**src/rtl/csr_bank_if.sv**
```systemverilog
// Request/response channels between the AXI-Lite slave FSM (master) and csr_bank (slave).
interface csr_bank_if #(
  parameter int ADDR_WIDTH = 6,
  parameter int DATA_WIDTH = 32
);
  logic                    wr_valid;
  logic                    wr_ready;
  logic [ADDR_WIDTH-1:0]   wr_addr;
  logic [DATA_WIDTH-1:0]   wr_data;
  logic [DATA_WIDTH/8-1:0] wr_strb;
  logic                    wr_resp_valid;
  logic                    wr_resp_ready;
  logic [1:0]              wr_resp;
  logic                    rd_valid;
  logic                    rd_ready;
  logic [ADDR_WIDTH-1:0]   rd_addr;
  logic                    rd_data_valid;
  logic                    rd_data_ready;
  logic [DATA_WIDTH-1:0]   rd_data;
  logic [1:0]              rd_resp;

  modport master (
    output wr_valid, wr_addr, wr_data, wr_strb, wr_resp_ready,
    output rd_valid, rd_addr, rd_data_ready,
    input  wr_ready, wr_resp_valid, wr_resp,
    input  rd_ready, rd_data_valid, rd_data, rd_resp
  );

  modport slave (
    input  wr_valid, wr_addr, wr_data, wr_strb, wr_resp_ready,
    input  rd_valid, rd_addr, rd_data_ready,
    output wr_ready, wr_resp_valid, wr_resp,
    output rd_ready, rd_data_valid, rd_data, rd_resp
  );
endinterface

```
**src/rtl/csr_bank.sv**
```systemverilog
// Parametrised CSR bank: RW / RO-status / W1C-sticky registers behind independent
// write (two-state FSM, one outstanding) and read (one-entry output register) channels.
module csr_bank #(
  parameter int                DATA_WIDTH = 32,
  parameter int                NUM_REGS   = 16,
  parameter int                ADDR_WIDTH = 6,
  parameter logic [NUM_REGS-1:0] RO_MASK  = '0,
  parameter logic [NUM_REGS-1:0] W1C_MASK = '0
) (
  input  logic                                 i_clk,
  input  logic                                 i_rst_n,
  csr_bank_if.slave                            bus,
  input  logic [NUM_REGS-1:0][DATA_WIDTH-1:0]  i_hw_in,
  output logic [NUM_REGS-1:0][DATA_WIDTH-1:0]  o_regs_out
);

  typedef enum logic {S_IDLE, S_RESP} wr_state_t;

  localparam logic [1:0] RESP_OKAY   = 2'b00;
  localparam logic [1:0] RESP_SLVERR = 2'b10;
  localparam logic [1:0] RESP_DECERR = 2'b11;

  wr_state_t                          r_wr_state, w_wr_state_nxt;
  logic [1:0]                         r_wr_resp, w_wr_resp;
  logic [NUM_REGS-1:0][DATA_WIDTH-1:0] r_regs, w_regs_nxt;
  logic [NUM_REGS-1:0]                w_wr_sel;
  logic [DATA_WIDTH-1:0]              w_bmask;
  logic                               w_wr_acc;

  logic                               r_rd_vld;
  logic [DATA_WIDTH-1:0]              r_rd_data, w_rd_data;
  logic [1:0]                         r_rd_resp, w_rd_resp;
  logic                               w_rd_rdy;

  for (genvar b = 0; b < DATA_WIDTH; b++) begin : g_bmask
    assign w_bmask[b] = bus.wr_strb[b/8];
  end

  // Ready is gated by rst_n directly so both channels come up the cycle reset drops.
  assign w_wr_acc = bus.wr_valid && (r_wr_state == S_IDLE) && i_rst_n;

  always_comb begin
    w_wr_sel  = '0;
    w_wr_resp = RESP_DECERR;
    for (int i = 0; i < NUM_REGS; i++) begin
      if (bus.wr_addr == ADDR_WIDTH'(i)) begin
        w_wr_sel[i] = 1'b1;
        w_wr_resp   = RO_MASK[i] ? RESP_SLVERR : RESP_OKAY;
      end
    end
  end

  always_comb begin
    w_wr_state_nxt    = r_wr_state;
    bus.wr_ready      = 1'b0;
    bus.wr_resp_valid = 1'b0;
    case (r_wr_state)
      S_IDLE: begin
        bus.wr_ready = i_rst_n;
        if (w_wr_acc) w_wr_state_nxt = S_RESP;
      end
      S_RESP: begin
        bus.wr_resp_valid = 1'b1;
        if (bus.wr_resp_ready) w_wr_state_nxt = S_IDLE;
      end
      default: w_wr_state_nxt = S_IDLE;
    endcase
  end

  always_ff @(posedge i_clk or negedge i_rst_n) begin
    if (!i_rst_n) begin
      r_wr_state <= S_IDLE;
      r_wr_resp  <= RESP_OKAY;
    end else begin
      r_wr_state <= w_wr_state_nxt;
      if (w_wr_acc) r_wr_resp <= w_wr_resp;
    end
  end

  assign bus.wr_resp = r_wr_resp;

  // Event set is applied after the write clear so a same-cycle set wins.
  always_comb begin
    for (int i = 0; i < NUM_REGS; i++) begin
      w_regs_nxt[i] = r_regs[i];
      if (w_wr_acc && w_wr_sel[i]) begin
        if (W1C_MASK[i]) w_regs_nxt[i] = r_regs[i] & ~(bus.wr_data & w_bmask);
        else             w_regs_nxt[i] = (r_regs[i] & ~w_bmask) | (bus.wr_data & w_bmask);
      end
      if (W1C_MASK[i]) w_regs_nxt[i] = w_regs_nxt[i] | i_hw_in[i];
      if (RO_MASK[i])  w_regs_nxt[i] = '0;
    end
  end

  always_ff @(posedge i_clk or negedge i_rst_n) begin
    if (!i_rst_n) r_regs <= '0;
    else          r_regs <= w_regs_nxt;
  end

  assign o_regs_out = r_regs;

  // Read mux sees pre-edge storage, so a same-cycle write or event is not visible.
  always_comb begin
    w_rd_data = '0;
    w_rd_resp = RESP_DECERR;
    for (int i = 0; i < NUM_REGS; i++) begin
      if (bus.rd_addr == ADDR_WIDTH'(i)) begin
        w_rd_resp = RESP_OKAY;
        w_rd_data = RO_MASK[i] ? i_hw_in[i] : r_regs[i];
      end
    end
  end

  assign w_rd_rdy     = i_rst_n && (!r_rd_vld || bus.rd_data_ready);
  assign bus.rd_ready = w_rd_rdy;

  always_ff @(posedge i_clk or negedge i_rst_n) begin
    if (!i_rst_n) begin
      r_rd_vld  <= 1'b0;
      r_rd_data <= '0;
      r_rd_resp <= RESP_OKAY;
    end else if (w_rd_rdy) begin
      r_rd_vld <= bus.rd_valid;
      if (bus.rd_valid) begin
        r_rd_data <= w_rd_data;
        r_rd_resp <= w_rd_resp;
      end
    end
  end

  assign bus.rd_data_valid = r_rd_vld;
  assign bus.rd_data       = r_rd_data;
  assign bus.rd_resp       = r_rd_resp;

endmodule

```
**src/flat_wrapper.sv**
```systemverilog
// flat-port wrapper written by rule: the top's interface ports become plain ports
module csr_bank_flat 
#(
  parameter int                DATA_WIDTH = 32,
  parameter int                NUM_REGS   = 16,
  parameter int                ADDR_WIDTH = 6,
  parameter logic [NUM_REGS-1:0] RO_MASK  = '0,
  parameter logic [NUM_REGS-1:0] W1C_MASK = '0
)
  (i_clk, i_rst_n, i_hw_in, o_regs_out, bus_wr_valid, bus_wr_addr, bus_wr_data, bus_wr_strb, bus_wr_resp_ready, bus_rd_valid, bus_rd_addr, bus_rd_data_ready, bus_wr_ready, bus_wr_resp_valid, bus_wr_resp, bus_rd_ready, bus_rd_data_valid, bus_rd_data, bus_rd_resp);
  csr_bank_if #(.ADDR_WIDTH(ADDR_WIDTH), .DATA_WIDTH(DATA_WIDTH)) bus_i ();
  input  logic i_clk;
  input  logic i_rst_n;
  input  logic [NUM_REGS-1:0][DATA_WIDTH-1:0] i_hw_in;
  output logic [NUM_REGS-1:0][DATA_WIDTH-1:0] o_regs_out;
  input wire logic [$bits(bus_i.wr_valid)-1:0] bus_wr_valid;
  input wire logic [$bits(bus_i.wr_addr)-1:0] bus_wr_addr;
  input wire logic [$bits(bus_i.wr_data)-1:0] bus_wr_data;
  input wire logic [$bits(bus_i.wr_strb)-1:0] bus_wr_strb;
  input wire logic [$bits(bus_i.wr_resp_ready)-1:0] bus_wr_resp_ready;
  input wire logic [$bits(bus_i.rd_valid)-1:0] bus_rd_valid;
  input wire logic [$bits(bus_i.rd_addr)-1:0] bus_rd_addr;
  input wire logic [$bits(bus_i.rd_data_ready)-1:0] bus_rd_data_ready;
  output wire logic [$bits(bus_i.wr_ready)-1:0] bus_wr_ready;
  output wire logic [$bits(bus_i.wr_resp_valid)-1:0] bus_wr_resp_valid;
  output wire logic [$bits(bus_i.wr_resp)-1:0] bus_wr_resp;
  output wire logic [$bits(bus_i.rd_ready)-1:0] bus_rd_ready;
  output wire logic [$bits(bus_i.rd_data_valid)-1:0] bus_rd_data_valid;
  output wire logic [$bits(bus_i.rd_data)-1:0] bus_rd_data;
  output wire logic [$bits(bus_i.rd_resp)-1:0] bus_rd_resp;
  assign bus_i.wr_valid = bus_wr_valid;
  assign bus_i.wr_addr = bus_wr_addr;
  assign bus_i.wr_data = bus_wr_data;
  assign bus_i.wr_strb = bus_wr_strb;
  assign bus_i.wr_resp_ready = bus_wr_resp_ready;
  assign bus_i.rd_valid = bus_rd_valid;
  assign bus_i.rd_addr = bus_rd_addr;
  assign bus_i.rd_data_ready = bus_rd_data_ready;
  assign bus_wr_ready = bus_i.wr_ready;
  assign bus_wr_resp_valid = bus_i.wr_resp_valid;
  assign bus_wr_resp = bus_i.wr_resp;
  assign bus_rd_ready = bus_i.rd_ready;
  assign bus_rd_data_valid = bus_i.rd_data_valid;
  assign bus_rd_data = bus_i.rd_data;
  assign bus_rd_resp = bus_i.rd_resp;
  csr_bank #(.DATA_WIDTH(DATA_WIDTH), .NUM_REGS(NUM_REGS), .ADDR_WIDTH(ADDR_WIDTH), .RO_MASK(RO_MASK), .W1C_MASK(W1C_MASK)) u_core (.i_clk(i_clk), .i_rst_n(i_rst_n), .bus(bus_i), .i_hw_in(i_hw_in), .o_regs_out(o_regs_out));
endmodule
```
**config.mk**
```make
export PLATFORM = sky130hd
export DESIGN_NAME = csr_bank_flat
export DESIGN_NICKNAME = d
export VERILOG_FILES = /design/src/rtl/csr_bank_if.sv /design/src/rtl/csr_bank.sv /design/src/flat_wrapper.sv
export SDC_FILE = /design/constraint.sdc
export NUM_CORES = 1
export LEC_CHECK = 0
export CORE_AREA = 2 2 432 434
export CTS_CLUSTER_SIZE = 14
export DETAILED_ROUTE_END_ITERATION = 12
export DIE_AREA = 0 0 434 436
export SLEW_MARGIN = 20
export SYNTH_ARGS = -nofsm -noshare
export SYNTH_HDL_FRONTEND = slang
export SYNTH_SLANG_ARGS = --single-unit
```
**constraint.sdc**
```tcl
create_clock -name i_clk -period 3.5 [get_ports i_clk]
set_clock_uncertainty 0.05 [all_clocks]
set_input_delay 0.7 -clock i_clk [delete_from_list [all_inputs] [get_ports i_clk]]
set_output_delay 0.7 -clock i_clk [all_outputs]
set_load 0.05 [all_outputs]
```
==> flow_metrics.env <==
export IMPL_outcome="finished, final reports clean"
export IMPL_grt_util_met3_pct=6.10
export IMPL_synth_seq_area_share_pct=54.2
export IMPL_timing_final_crit_share_pct=89.7
export IMPL_grt_max_degree=173
export IMPL_final_max_slew_violation_count=0
export IMPL_layout_filler_cells=20066
export IMPL_rsz0062_at_grt="no"
export IMPL_ir_worst_vdd_v=0.000328
export IMPL_via_per_inst=4.15
export IMPL_areaGrowthSynthToFinish_pct=50.7
export IMPL_synth_area_top_cells="dfrtp_1 (54%), mux2_2 (23%), mux4_2 (2.8%), nand2_1 (1.6%), o21ai_0 (1.3%)"
export IMPL_fp_coreArea_mm2=0.185
export IMPL_tns_ns=0
export IMPL_ys_warnings_count=0
export IMPL_cts_root_to_sink_buffers=3
export IMPL_yosys_area_top_type_share_pct=54.2
export IMPL_hold_class="flip-flop to flip-flop"
export IMPL_worst_path_class_setup="input pin to flip-flop"
export IMPL_synth_seq_cells=548
export IMPL_placement_io_buffers=605
export IMPL_synthesis_nets=2502
export IMPL_syn_avg_cell_area_um2=13.1
export IMPL_clock_root_buffer="clkbuf_16"
export IMPL_critical_path_required_ns=3.98
export IMPL_drtIter0Drc=2165
export IMPL_worst_setup_hold_path_clk_slew_ns=0.06
export IMPL_grt_antenna_before_repair=22
export IMPL_clock_tree_htree_level_count=3
export IMPL_period_minus_slack_ns=3.14
export IMPL_netlist_area_mm2=0.0253
export IMPL_finalHoldViolations=0
export IMPL_p_per_area_mw_per_mm2=462
export IMPL_tot_gr_track_use_pct=16.8
export IMPL_power_leakage_nw=16.5
export IMPL_routed_wl_mm=163
export IMPL_worst_setup_path_end_kind="flip-flop"
export IMPL_maxSlewHeadroom_pct=30.0
export IMPL_synthDistinctLibCells=60
export IMPL_dp_hpwl_mm=128
export IMPL_ys_async_sr_fraction_pct=100
export IMPL_wire_length_of_the_first_global_routing_pass_mm=214
export IMPL_grt_util_met2_pct=26.3
export IMPL_critical_path_cell_chain="dlygate4sd3_1, buf_8, nand3b_1, nor3_2, buf_4, nand3b_1, nor2_1, buf_4, nand2_1, mux2_2"
export IMPL_drc=0
export IMPL_synth_edf_count=0
export IMPL_start_util_pct=13.7
export IMPL_route_detailed_wl_per_inst_um=31.3
export IMPL_final_core_utilization_pct=20.7
export IMPL_cts_tree="done"
export IMPL_gate_count_after_technology_mapping=1936
export IMPL_setup_failing_eps_final=0
export IMPL_critical_path_slowest_cell="dlygate4sd3_1"
export IMPL_tritoncts_num_buffers=73
export IMPL_design_power_total_w=0.0176
export IMPL_r2r_slack_ns=0.85
export IMPL_dpl_worst_slack_ns=-0.0780
export IMPL_setup_ws_ns=0.360
export IMPL_gr_max_usage_layer="met2"
export IMPL_max_cap_violations=0
export IMPL_drtAntennaViolNets=0
export IMPL_cp_max_fo=11
export IMPL_slowest_delay_ns=0.65
export IMPL_insertion_delay_ns=0.66
export IMPL_rd_place_congestion=0.886
export IMPL_placementRows=158
export IMPL_num_vias=21642
export IMPL_numClockSinks=548
export IMPL_synthDominantAreaCellType="dfrtp_1"
export IMPL_worst_endpoint_arrival_ns=3.62
export IMPL_die_w_um=434
export IMPL_ys_flop_type="dfrtp_1"
export IMPL_pin_count=1118
export IMPL_y_dimension_of_the_die_um=436
export IMPL_grt_overflow_total=0
export IMPL_die_area_mm2=0.189
export IMPL_slew_at_the_pin_closest_to_its_max_slew_limit_ns=1.05
export IMPL_nNetsFinal=3243
export IMPL_dr_pass1_iters=6
export IMPL_number_of_global_route_vias_before_repair=21566
export IMPL_postCtsResizedCells=0
export IMPL_drive_gt1_share_pct=33.6
export IMPL_fmaxAchievable_ghz=0.318
export IMPL_crit_path_start_kind="input pin"
export IMPL_groute_layer_met1_usage_pct=20.1
==> cell families after synthesis <==
group                  share of synthesized area [%]
multiplexers                                    28.2
flip-flops                                      54.2
AO/OA/AOI/OAI                                   9.08
AND/OR/NAND/NOR                                 6.22
buffers and inverters                           2.38
==> per-layer routing <==
| metal | wire (um) | part of all wire [%] | vias to the layer above |
|---|---|---|---|
| met5 | 41 | 0.025 | - |
| met4 | 10800 | 6.6 | 6 |
| met3 | 16100 | 9.9 | 279 |
| met2 | 73100 | 45 | 1114 |
| met1 | 63100 | 39 | 11415 |
| li1 | - | - | 8828 |
==> where the power goes <==
part | switching (W) | total [W] | leakage [nW] | internal [W]
logic | 0.00210 | 0.00304 | 7.73 | 0.000934
registers | 0.000285 | 0.00690 | 7.55 | 0.00662
clock network | 0.00318 | 0.00769 | 1.17 | 0.00451
total | 0.00557 | 0.0176 | 16.5 | 0.0121
==> cell usage after synthesis, types with 12 or more instances <==
cell / count
o21ai_1: 12
nor4_1: 13
dfrtp_1: 548
clkbuf_1: 73
nor2b_1: 27
o22ai_1: 45
mux2_2: 523
buf_2: 35
a221oi_1: 26
a21oi_1: 55
mux2i_1: 31
a22oi_1: 21
o21ai_0: 67
a211oi_1: 34
nand2_1: 109
a222oi_1: 13
nand3_1: 29
nor2_1: 58
mux2_1: 19
nor3_1: 14
mux4_2: 32
==> area by class of cell <==
type	instances	area (um2)	share of cell area (%)
Clock inverter	21	289	0.757
Sequential cell	548	13700	35.9
Tap cell	2480	3100	8.13
Inverter	10	37.5	0.0984
Clock buffer	107	2110	5.54
Timing Repair Buffer	792	7800	20.4
Multi-Input combinational cell	1252	11100	29.1
Antenna cell	4	10.0	0.0262
==> layout by cell type, fill, tap and decap left out, types with 32 or more instances in the layout <==
| master | n |
|---|---|
| a21oi_1 | 54 |
| mux2_2 | 523 |
| o22ai_1 | 45 |
| mux4_2 | 32 |
| a211oi_1 | 34 |
| clkbuf_16 | 73 |
| nand2_1 | 109 |
| dfrtp_1 | 548 |
| nor2_1 | 53 |
| o21ai_0 | 67 |
| clkdlybuf4s50_1 | 584 |
| buf_4 | 174 |
==> worst max-delay path, delay by kind of cell <==
kind | cells | cell delay, ns
buffers and inverters | 4 | 1.35
and+or+nand+nor | 5 | 1.12
muxes | 1 | 0.41
==> worst paths after layout <==
check                                  startpoint                         end  cells after the start
setup / recovery                          i_rst_n                   flip-flop                     10
hold / removal             u_core.bus.rd_data[16]      u_core.bus.rd_data[16]                      2
setup reg to reg                u_core.r_wr_state                   flip-flop                      8
hold reg to reg            u_core.bus.rd_data[16]      u_core.bus.rd_data[16]                      2
max in group asynchronous                 i_rst_n  asynchronous set/reset pin                      4
min in group asynchronous                 i_rst_n    u_core.bus.rd_data_valid                      2
==> metrics by stage <==
step                      area, um2  cells  hold slack [ns]
after global placement        35700   5081            0.437
after CTS                     38100   5210            0.451
after global routing          38100   5211            0.472
after floorplan               25300   1936            0.354
after detailed placement      35700   5081            0.434
final                         38200   5214            0.451
==> timing repair <==
| item | in CTS | in global routing |
|---|---|---|
| hold buffers | 1 | 0 |
| endpoints found under the hold margin | 4 | 0 |
| setup buffers | 0 | 0 |
Note: power is estimated with default switching activity, not from simulation.
